==> src/rtl/fifo_pkg.sv <==
// Shared constants for the synchronous FIFO controller and its pointer sub-block.
package fifo_pkg;

  localparam int DATA_WIDTH_DEF = 8;
  localparam int ADDR_WIDTH_DEF = 9;
  localparam int DEPTH          = 2 ** ADDR_WIDTH_DEF;
  localparam int CNT_WIDTH      = ADDR_WIDTH_DEF + 1;

endpackage

==> src/rtl/fifo_ptr.sv <==
// Wrapping RAM address pointer: advances by one per inc and rolls over
// from DEPTH-1 back to 0.
module fifo_ptr
  import fifo_pkg::*;
#(
  parameter int ADDR_WIDTH = ADDR_WIDTH_DEF
) (
  input  logic                  clk,
  input  logic                  rst,
  input  logic                  inc,
  output logic [ADDR_WIDTH-1:0] ptr
);

  logic [ADDR_WIDTH-1:0] r_ptr;

  // Pointer register; the all-ones address is the last RAM word, so it wraps to 0.
  always_ff @(posedge clk) begin
    if (rst) begin
      r_ptr <= '0;
    end else if (inc) begin
      if (&r_ptr) begin
        r_ptr <= '0;
      end else begin
        r_ptr <= r_ptr + ADDR_WIDTH'(1);
      end
    end
  end

  assign ptr = r_ptr;

endmodule

==> src/rtl/sync_fifo_ctrl.sv <==
// Synchronous FIFO controller driving an external dual-port RAM with a
// one-cycle registered read. Occupancy is tracked in a registered counter
// and every status flag is decoded from that counter alone.
//
// Request semantics: wr_en / rd_en are requests, and the registered
// full / empty flags act as the ready signals. A write is accepted
// exactly when wr_en=1 and full=0; a read exactly when rd_en=1 and
// empty=0. A request made while not ready is dropped (no retry is
// implied) and only raises the matching sticky error flag. Read data is
// qualified by rd_valid one cycle after the accepted read.
module sync_fifo_ctrl
  import fifo_pkg::*;
#(
  parameter int DATA_WIDTH = DATA_WIDTH_DEF,
  parameter int ADDR_WIDTH = ADDR_WIDTH_DEF,
  parameter int AF_LEVEL   = (2 ** ADDR_WIDTH) - 4,
  parameter int AE_LEVEL   = 4
) (
  input  logic                  clk,
  input  logic                  rst,
  input  logic                  wr_en,
  input  logic [DATA_WIDTH-1:0] wr_data,
  input  logic                  rd_en,
  output logic [DATA_WIDTH-1:0] rd_data,
  output logic                  rd_valid,
  output logic                  full,
  output logic                  empty,
  output logic                  almost_full,
  output logic                  almost_empty,
  output logic [ADDR_WIDTH:0]   count,
  output logic                  overflow,
  output logic                  underflow,
  output logic                  ram_w_en,
  output logic [ADDR_WIDTH-1:0] ram_w_addr,
  output logic [DATA_WIDTH-1:0] ram_w_data,
  output logic                  ram_r_en,
  output logic [ADDR_WIDTH-1:0] ram_r_addr,
  input  logic [DATA_WIDTH-1:0] ram_r_data
);

  localparam int CW = ADDR_WIDTH + 1;
  localparam logic [CW-1:0] LP_DEPTH = CW'(2 ** ADDR_WIDTH);
  localparam logic [CW-1:0] LP_AF    = CW'(AF_LEVEL);
  localparam logic [CW-1:0] LP_AE    = CW'(AE_LEVEL);

  logic [CW-1:0]         r_count;
  logic                  r_rd_valid;
  logic                  r_overflow;
  logic                  r_underflow;
  logic                  w_wr_acc;
  logic                  w_rd_acc;
  logic [ADDR_WIDTH-1:0] w_wptr;
  logic [ADDR_WIDTH-1:0] w_rptr;

  // Acceptance uses only the registered flags, so when full a simultaneous
  // read wins and when empty a simultaneous write wins (no fall-through).
  // Reset suppresses both so the RAM sees no strobes while rst is high.
  assign w_wr_acc = wr_en & ~full  & ~rst;
  assign w_rd_acc = rd_en & ~empty & ~rst;

  fifo_ptr #(.ADDR_WIDTH(ADDR_WIDTH)) u_wptr (
    .clk (clk),
    .rst (rst),
    .inc (w_wr_acc),
    .ptr (w_wptr)
  );

  fifo_ptr #(.ADDR_WIDTH(ADDR_WIDTH)) u_rptr (
    .clk (clk),
    .rst (rst),
    .inc (w_rd_acc),
    .ptr (w_rptr)
  );

  // Occupancy counter: +1 write only, -1 read only, hold otherwise.
  always_ff @(posedge clk) begin
    if (rst) begin
      r_count <= '0;
    end else begin
      case ({w_wr_acc, w_rd_acc})
        2'b10:   r_count <= r_count + CW'(1);
        2'b01:   r_count <= r_count - CW'(1);
        default: r_count <= r_count;
      endcase
    end
  end

  // Read-data qualifier tracks the RAM's one-cycle read latency; reset drops
  // any read that was in flight.
  always_ff @(posedge clk) begin
    if (rst) begin
      r_rd_valid <= 1'b0;
    end else begin
      r_rd_valid <= w_rd_acc;
    end
  end

  // Sticky error flags: set by any request made against a blocking flag,
  // cleared only by reset.
  always_ff @(posedge clk) begin
    if (rst) begin
      r_overflow  <= 1'b0;
      r_underflow <= 1'b0;
    end else begin
      if (wr_en && full) begin
        r_overflow <= 1'b1;
      end
      if (rd_en && empty) begin
        r_underflow <= 1'b1;
      end
    end
  end

  assign full         = (r_count == LP_DEPTH);
  assign empty        = (r_count == '0);
  assign almost_full  = (r_count >= LP_AF);
  assign almost_empty = (r_count <= LP_AE);
  assign count        = r_count;
  assign overflow     = r_overflow;
  assign underflow    = r_underflow;
  assign rd_valid     = r_rd_valid;
  assign rd_data      = ram_r_data;

  assign ram_w_en     = w_wr_acc;
  assign ram_w_addr   = w_wptr;
  assign ram_w_data   = wr_data;
  assign ram_r_en     = w_rd_acc;
  assign ram_r_addr   = w_rptr;

endmodule

==> config.mk <==
export PLATFORM = sky130hd
export DESIGN_NAME = sync_fifo_ctrl
export DESIGN_NICKNAME = d
export VERILOG_FILES = /design/src/rtl/fifo_pkg.sv /design/src/rtl/fifo_ptr.sv /design/src/rtl/sync_fifo_ctrl.sv
export SDC_FILE = /design/constraint.sdc
export NUM_CORES = 1
export LEC_CHECK = 0
export ABC_AREA = 1
export BUFFER_PORTS_ARGS = -buffer_cell sky130_fd_sc_hd__buf_2
export CAP_MARGIN = 5
export CORE_MARGIN = 1
export CORE_UTILIZATION = 40
export CTS_CLUSTER_DIAMETER = 80
export CTS_CLUSTER_SIZE = 30
export DETAILED_ROUTE_END_ITERATION = 8
export GPL_ROUTABILITY_DRIVEN = 0
export PLACE_DENSITY = 0.77
export SYNTH_ARGS = -nofsm -noshare
export SYNTH_HDL_FRONTEND = slang
export SYNTH_HIERARCHICAL = 1
export SYNTH_SLANG_ARGS = --single-unit
==> constraint.sdc <==
create_clock -name clk -period 2.8 [get_ports clk]
set_input_delay 0.56 -clock clk [delete_from_list [all_inputs] [get_ports clk]]
set_output_delay 0.56 -clock clk [all_outputs]
set_load 0.03 [all_outputs]
==> impl_metrics.toml, run 1 <==
[worst_hold_path]
hold_class = "flip-flop to flip-flop"

[detailed_routing]
routed_via_density = 4.81
detail_route.wl_per_cell_um = 11.3
drtIter0Drc = 66
routed_wl_mm = 4.39
ant_nets = 0
num_vias = 1875
drc = 0
first_pass_iters = 4

[grt]
antenna_found_initial = 0
grtUsageMet3 = 0.0521
grt_usage = 0.174
grt_pass1_vias = 1744
grt_pass1_wl_mm = 7.22
grt.busiest_layer = "met2"
overflow = 0
use_met1 = 0.207
grt_use_met2 = 0.292
grt_max_degree = 17

[pwr]
power.density_nw_per_um2 = 645
p_leak_nw = 1.26
ir_drop_uv = 547

[cts]
root_buffer = "clkbuf_8"
cts_buffers = 5
cts_resized = 0
cts_tree = "yes"
cts_setup_buffers = 0
cts.path.max_buffers = 2
clk_pin_slew_worst_paths_ns = 0.07
cts.sinks = 31
cts_hold_buf = 0
clk_latency_ns = 0.29
cts.htree.levels = 2

[synthesis]
synth_nets = 326
syn_area_um2 = 2060
syn_inst = 290
synth.avg_cell_area_um2 = 7.09
ys_seq_elements = 31
ys.warnings.count = 6
post_synth_num_cell_types = 29
yosysSeqAreaShare = 0.302

[outcome]
outcome = "complete, no violations"

[finish]
n_fill_cell = 480
syn2layout_area_growth_pct = 15.4
drive_above_1_share = 0.257
diodes = 0
nets = 358
final_area_um2 = 2370

[flow_run]
max-cap-violations = 0

[setup_path]
critPathRequiredTime_ns = 2.99
setup.worst_path.end = "count[7]"
reg2reg_depth = 16
r2r-start = "count[1]"
crit_type = "flip-flop to flip-flop"
path_max_fanout = 10
crit_path_end_kind = "flip-flop"
r2r-end = "count[7]"
critPathArrivalTime_ns = 2.73
r2r_slack_ns = 0.26
start_kind = "flip-flop"
critPathLaunch = "count[1]"

[floorplan]
die_w_um = 73.7
rows = 25
start_util = 0.424
ios = 73
die_area_um2 = 5430
die-height_um = 73.7
floorplan.core_area_um2 = 4850

[timing]
timing.final.crit_share = 0.909
timing.clock.skew_ns = 0.00537
tightest_slew_ns = 0.385
drv_slew = 0
final.min_clock_period_ns = 2.54
setup_viol = 0
rsz0062_at_grt = "false"
fin_tns_setup_ns = 0
max_slew_margin = 0.743
hold_viol = 0
max_freq_mhz = 393
timing.hold.ws_ns = 0.460

[placed_design]
placed_area_um2 = 2260
dp_hpwl_mm = 3.32
io_buffers = 40
worst min-delay path by stage:
stage	slack [ns]	depth (start not counted)	start	to
5_1_grt	0.48	2	u_wptr/ptr[6]	u_wptr/ptr[6]
2_1_floorplan	0.55	2	count[0]	count[0]
3_3_place_gp	0.44	2	underflow	underflow
6_report	0.46	2	underflow	underflow
3_5_place_dp	0.44	2	underflow	underflow
4_1_cts	0.46	2	underflow	underflow
where the power goes:
part | total, mW | internal, mW | switching (mW)
Clock | 0.464 | 0.288 | 0.177
Sequential | 0.534 | 0.482 | 0.0524
Combinational | 0.531 | 0.173 | 0.358
stage by stage:
step | util | total power, mW | worst slack, ns | cells
after floorplan | - | 0.974 | 0.0361 | 290
after global placement | 0.465 | 1.06 | 0.326 | 382
after detailed placement | 0.465 | 1.07 | 0.252 | 382
after CTS | 0.490 | 1.54 | 0.262 | 390
after global routing | 0.490 | 1.63 | 0.0130 | 390
final | 0.490 | 1.53 | 0.256 | 390
placed cells by master (no fill, tap or decap), drive strengths merged, types with 6 or more instances in the layout:
cell type / netlist / final
a21oi: 27 / 27
nand2: 63 / 63
nand3: 23 / 23
inv: 38 / 38
clkbuf: 1 / 6
nor3: 6 / 6
buf: 17 / 43
o21ai: 12 / 12
ha: 15 / 15
dfxtp: 31 / 31
nor2: 41 / 41
cell usage after synthesis (all sizes together):
| master | number | area [µm²] |
|---|---|---|
| nand2 | 63 | 254 |
| nor2 | 41 | 186 |
| inv | 38 | 143 |
| dfxtp | 31 | 621 |
| a21oi | 27 | 139 |
| nand3 | 23 | 135 |
| buf | 17 | 125 |
| ha | 15 | 188 |
| o21ai | 12 | 60.1 |
| nor3 | 6 | 62.6 |
| nor3b | 4 | 30.0 |
| xor2 | 4 | 35.0 |
| and3b | 2 | 17.5 |
| nand4 | 2 | 12.5 |
| a21o | 1 | 8.76 |
| clkbuf | 1 | 3.75 |
| fa | 1 | 20.0 |
| o21a | 1 | 7.51 |
| o41ai | 1 | 8.76 |
kinds of logic after synthesis:
group	Yosys count	share of synthesized area
XOR/XNOR	4	0.0170
buffers and inverters	56	0.132
flip-flops	31	0.302
AO/OA/AOI/OAI	42	0.109
AND/OR/NAND/NOR	141	0.339
adder cells (fa/ha/maj)	16	0.101
sequential cells by signal (all words and copies together), names as in the netlist:
name / flops
u_rptr/ptr: 9
count: 10
underflow: 1
overflow: 1
u_wptr/ptr: 9
rd_valid: 1
cell type report:
class | instances | area [µm²] | area share
well taps | 67 | 83.8 | 0.0353
multi-input cells | 203 | 1180 | 0.499
flip-flops and latches | 31 | 622 | 0.262
clock inverters | 2 | 35.0 | 0.0148
repair buffers | 43 | 223 | 0.0938
inverters | 38 | 143 | 0.0601
clock buffers | 6 | 82.6 | 0.0348
worst max-delay path: stages (launching register included):
cell and delay, ns:
dfxtp_1 0.36, inv_1 0.09, nand2_1 0.09, nor3_2 0.14, nand2_2 0.11, nor3_4 0.30
nor2_4 0.07, ha_4 0.21, ha_1 0.37, a21oi_2 0.24, nor2_1 0.06, nor2_1 0.12
nand2_1 0.06, nand2_1 0.05, nand3_1 0.06, nand2_1 0.07, inv_1 0.03
layer usage:
metal	vias to the layer above	part of all wire	routed length, µm
met4	0	0.013	59
met1	851	0.47	2070
met5	-	0	0
li1	981	-	-
met2	36	0.47	2070
met3	7	0.043	188
Note: power is estimated with default switching activity, not from simulation.
==> inputs of run 2 (changes only) <==
- CELL_PAD_IN_SITES_DETAIL_PLACEMENT: not set -> 0
- CELL_PAD_IN_SITES_GLOBAL_PLACEMENT: not set -> 1
- CORE_UTILIZATION: 40 -> 31
- HOLD_SLACK_MARGIN: not set -> 0.15
- PLACE_DENSITY: 0.77 -> 0.84
==> run 2 against run 1 <==
Global-route usage shrank 3.5 points. Clock skew about the same. Design area decreased by 0.74%. Register-to-register slack is essentially flat. Final cell count rose by 2.3%. Sequential power rose by 1%. Combinational power decreased by 3%. Non-clock buffer count did not move. Die area increased by 28%. Utilization fell by 12 points. Worst setup slack better by 0.0010 ns. Worst hold slack got worse by 0.0053 ns. Largest power group unchanged.
==> impl_metrics.toml, run 2 (synthesis gave the netlist of run 1 again) <==
[placed_design]
dp_hpwl_mm = 3.57
io_buffers = 40
place_ws_ns = 0.266

[worst_hold_path]
hold_path_depth = 2
hold_class = "flip-flop to flip-flop"

[grt]
antenna_found_initial = 0
grt_usage = 0.140
overflow = 0
grt_pass1_vias = 1729
grt_max_degree = 17
grt_pass1_wl_mm = 7.88

[cts]
cts.sinks = 31
cts_tree = "yes"
cts.htree.levels = 2
clk_pin_slew_worst_paths_ns = 0.07
cts_buffers = 5
cts_resized = 0
root_buffer = "clkbuf_8"
cts_setup_buffers = 0
cts.path.max_buffers = 2
cts_hold_buf = 0
clk_latency_ns = 0.28

[timing]
max_freq_mhz = 393
hold_viol = 0
max_slew_margin = 0.737
drv_slew = 0
rsz0062_at_grt = "false"
timing.hold.ws_ns = 0.455
timing.clock.skew_ns = 0.00539
tightest_slew_ns = 0.394
final.min_clock_period_ns = 2.54
fin_tns_setup_ns = 0
setup_viol = 0
timing.final.crit_share = 0.908
layout_setup_ws_ns = 0.257

[detailed_routing]
detail_route.wl_per_cell_um = 11.6
drtIter0Drc = 61
drc = 0
routed_wl_mm = 4.63
num_vias = 1868
routed_via_density = 4.68
first_pass_iters = 4
ant_nets = 0

[pwr]
swShare = 0.403
p_comb_frac = 0.365
power_frac_clock = 0.254
p_leak_nw = 1.24
power.total_mw = 1.42
ir_drop_uv = 361
power.density_nw_per_um2 = 601
power.internal_mw = 0.845
power_switching_mw = 0.571
sequentialPowerShare = 0.381

[setup_path]
r2r-end = "count[8]"
r2r_slack_ns = 0.26
setup.worst_path.end = "count[8]"
critPathArrivalTime_ns = 2.73
crit_path_end_kind = "flip-flop"
r2r-start = "count[7]"
crit_type = "flip-flop to flip-flop"
critPathLaunch = "count[7]"
start_kind = "flip-flop"
critPathRequiredTime_ns = 2.98
path_max_fanout = 10
reg2reg_depth = 15

[finish]
syn2layout_area_growth_pct = 14.5
diodes = 0
largest_register_ffs = 10
n_fill_cell = 683
seq_area_um2 = 622
drive_above_1_share = 0.255
nets = 358
final_cell_mix = "nand2_1 (56), buf_2 (40), nor2_1 (35)"
multi_input_area_um2 = 1180
mostFrequentLayoutCell = "nand2_1"

[floorplan]
floorplan.core_area_um2 = 6390
die-height_um = 83.5
die_area_um2 = 6960
die_w_um = 83.5
rows = 29
ios = 73
start_util = 0.322

[flow_run]
max-cap-violations = 0

[outcome]
outcome = "complete, no violations"
-- run 2: changes by cell type in the layout (fill, tap and decap cells not counted) --
| cell | before | now |
|---|---|---|
| bufinv_16 | 1 | 0 |
-- run 2: power groups by stage --
stage / Combinational, mW / Clock (mW) / Sequential [mW]
6_report: 0.516 / 0.359 / 0.540
5_1_grt: 0.578 / 0.394 / 0.547
4_1_cts: 0.521 / 0.376 / 0.541
3_5_place_dp: 0.519 / 0 / 0.551
3_3_place_gp: 0.517 / 0 / 0.550
2_1_floorplan: 0.358 / 0 / 0.617
-- run 2: per-stage QoR --
step                       util  instance area [µm²]  cells
after floorplan               -                 2080    290
after global placement    0.355                 2270    392
after detailed placement  0.355                 2270    392
after CTS                 0.369                 2360    399
after global routing      0.369                 2360    399
final                     0.369                 2360    399
-- run 2: layer usage --
layer  share of wire  global-route usage  vias to the layer above
met3           0.050              0.0415                       14
met2            0.46               0.232                       36
met4           0.014              0.0462                        0
met1            0.47               0.174                      827
li1                -                   -                      991
met5               0                   0                        -
-- run 2: critical path: stages (launching register included) --
cell	delay [ns]
dfxtp_1	0.33
inv_2	0.07
nand2_1	0.06
nor3_2	0.18
nand2_2	0.13
nor3_4	0.30
nor2_4	0.07
ha_4	0.21
ha_1	0.37
a21oi_1	0.29
o21a_1	0.17
nand2_1	0.05
nand2_1	0.05
nand3_1	0.06
nand2_1	0.06
inv_1	0.03
-- run 2: worst min path at each step --
| stage | end | start | slack (ns) |
|---|---|---|---|
| 2_1_floorplan | count[0] | count[0] | 0.55 |
| 3_5_place_dp | underflow | underflow | 0.45 |
| 4_1_cts | underflow | underflow | 0.46 |
| 6_report | u_wptr/ptr[6] | u_wptr/ptr[6] | 0.45 |
| 3_3_place_gp | underflow | underflow | 0.44 |
| 5_1_grt | underflow | underflow | 0.46 |
-- run 2: final cells by class --
class                           instances  area share
Clock buffer                            6      0.0351
Inverter                               38      0.0605
Sequential cell                        31       0.264
Tap cell                               77      0.0409
Multi-Input combinational cell        203       0.503
Clock inverter                          1     0.00212
Timing Repair Buffer                   43      0.0945
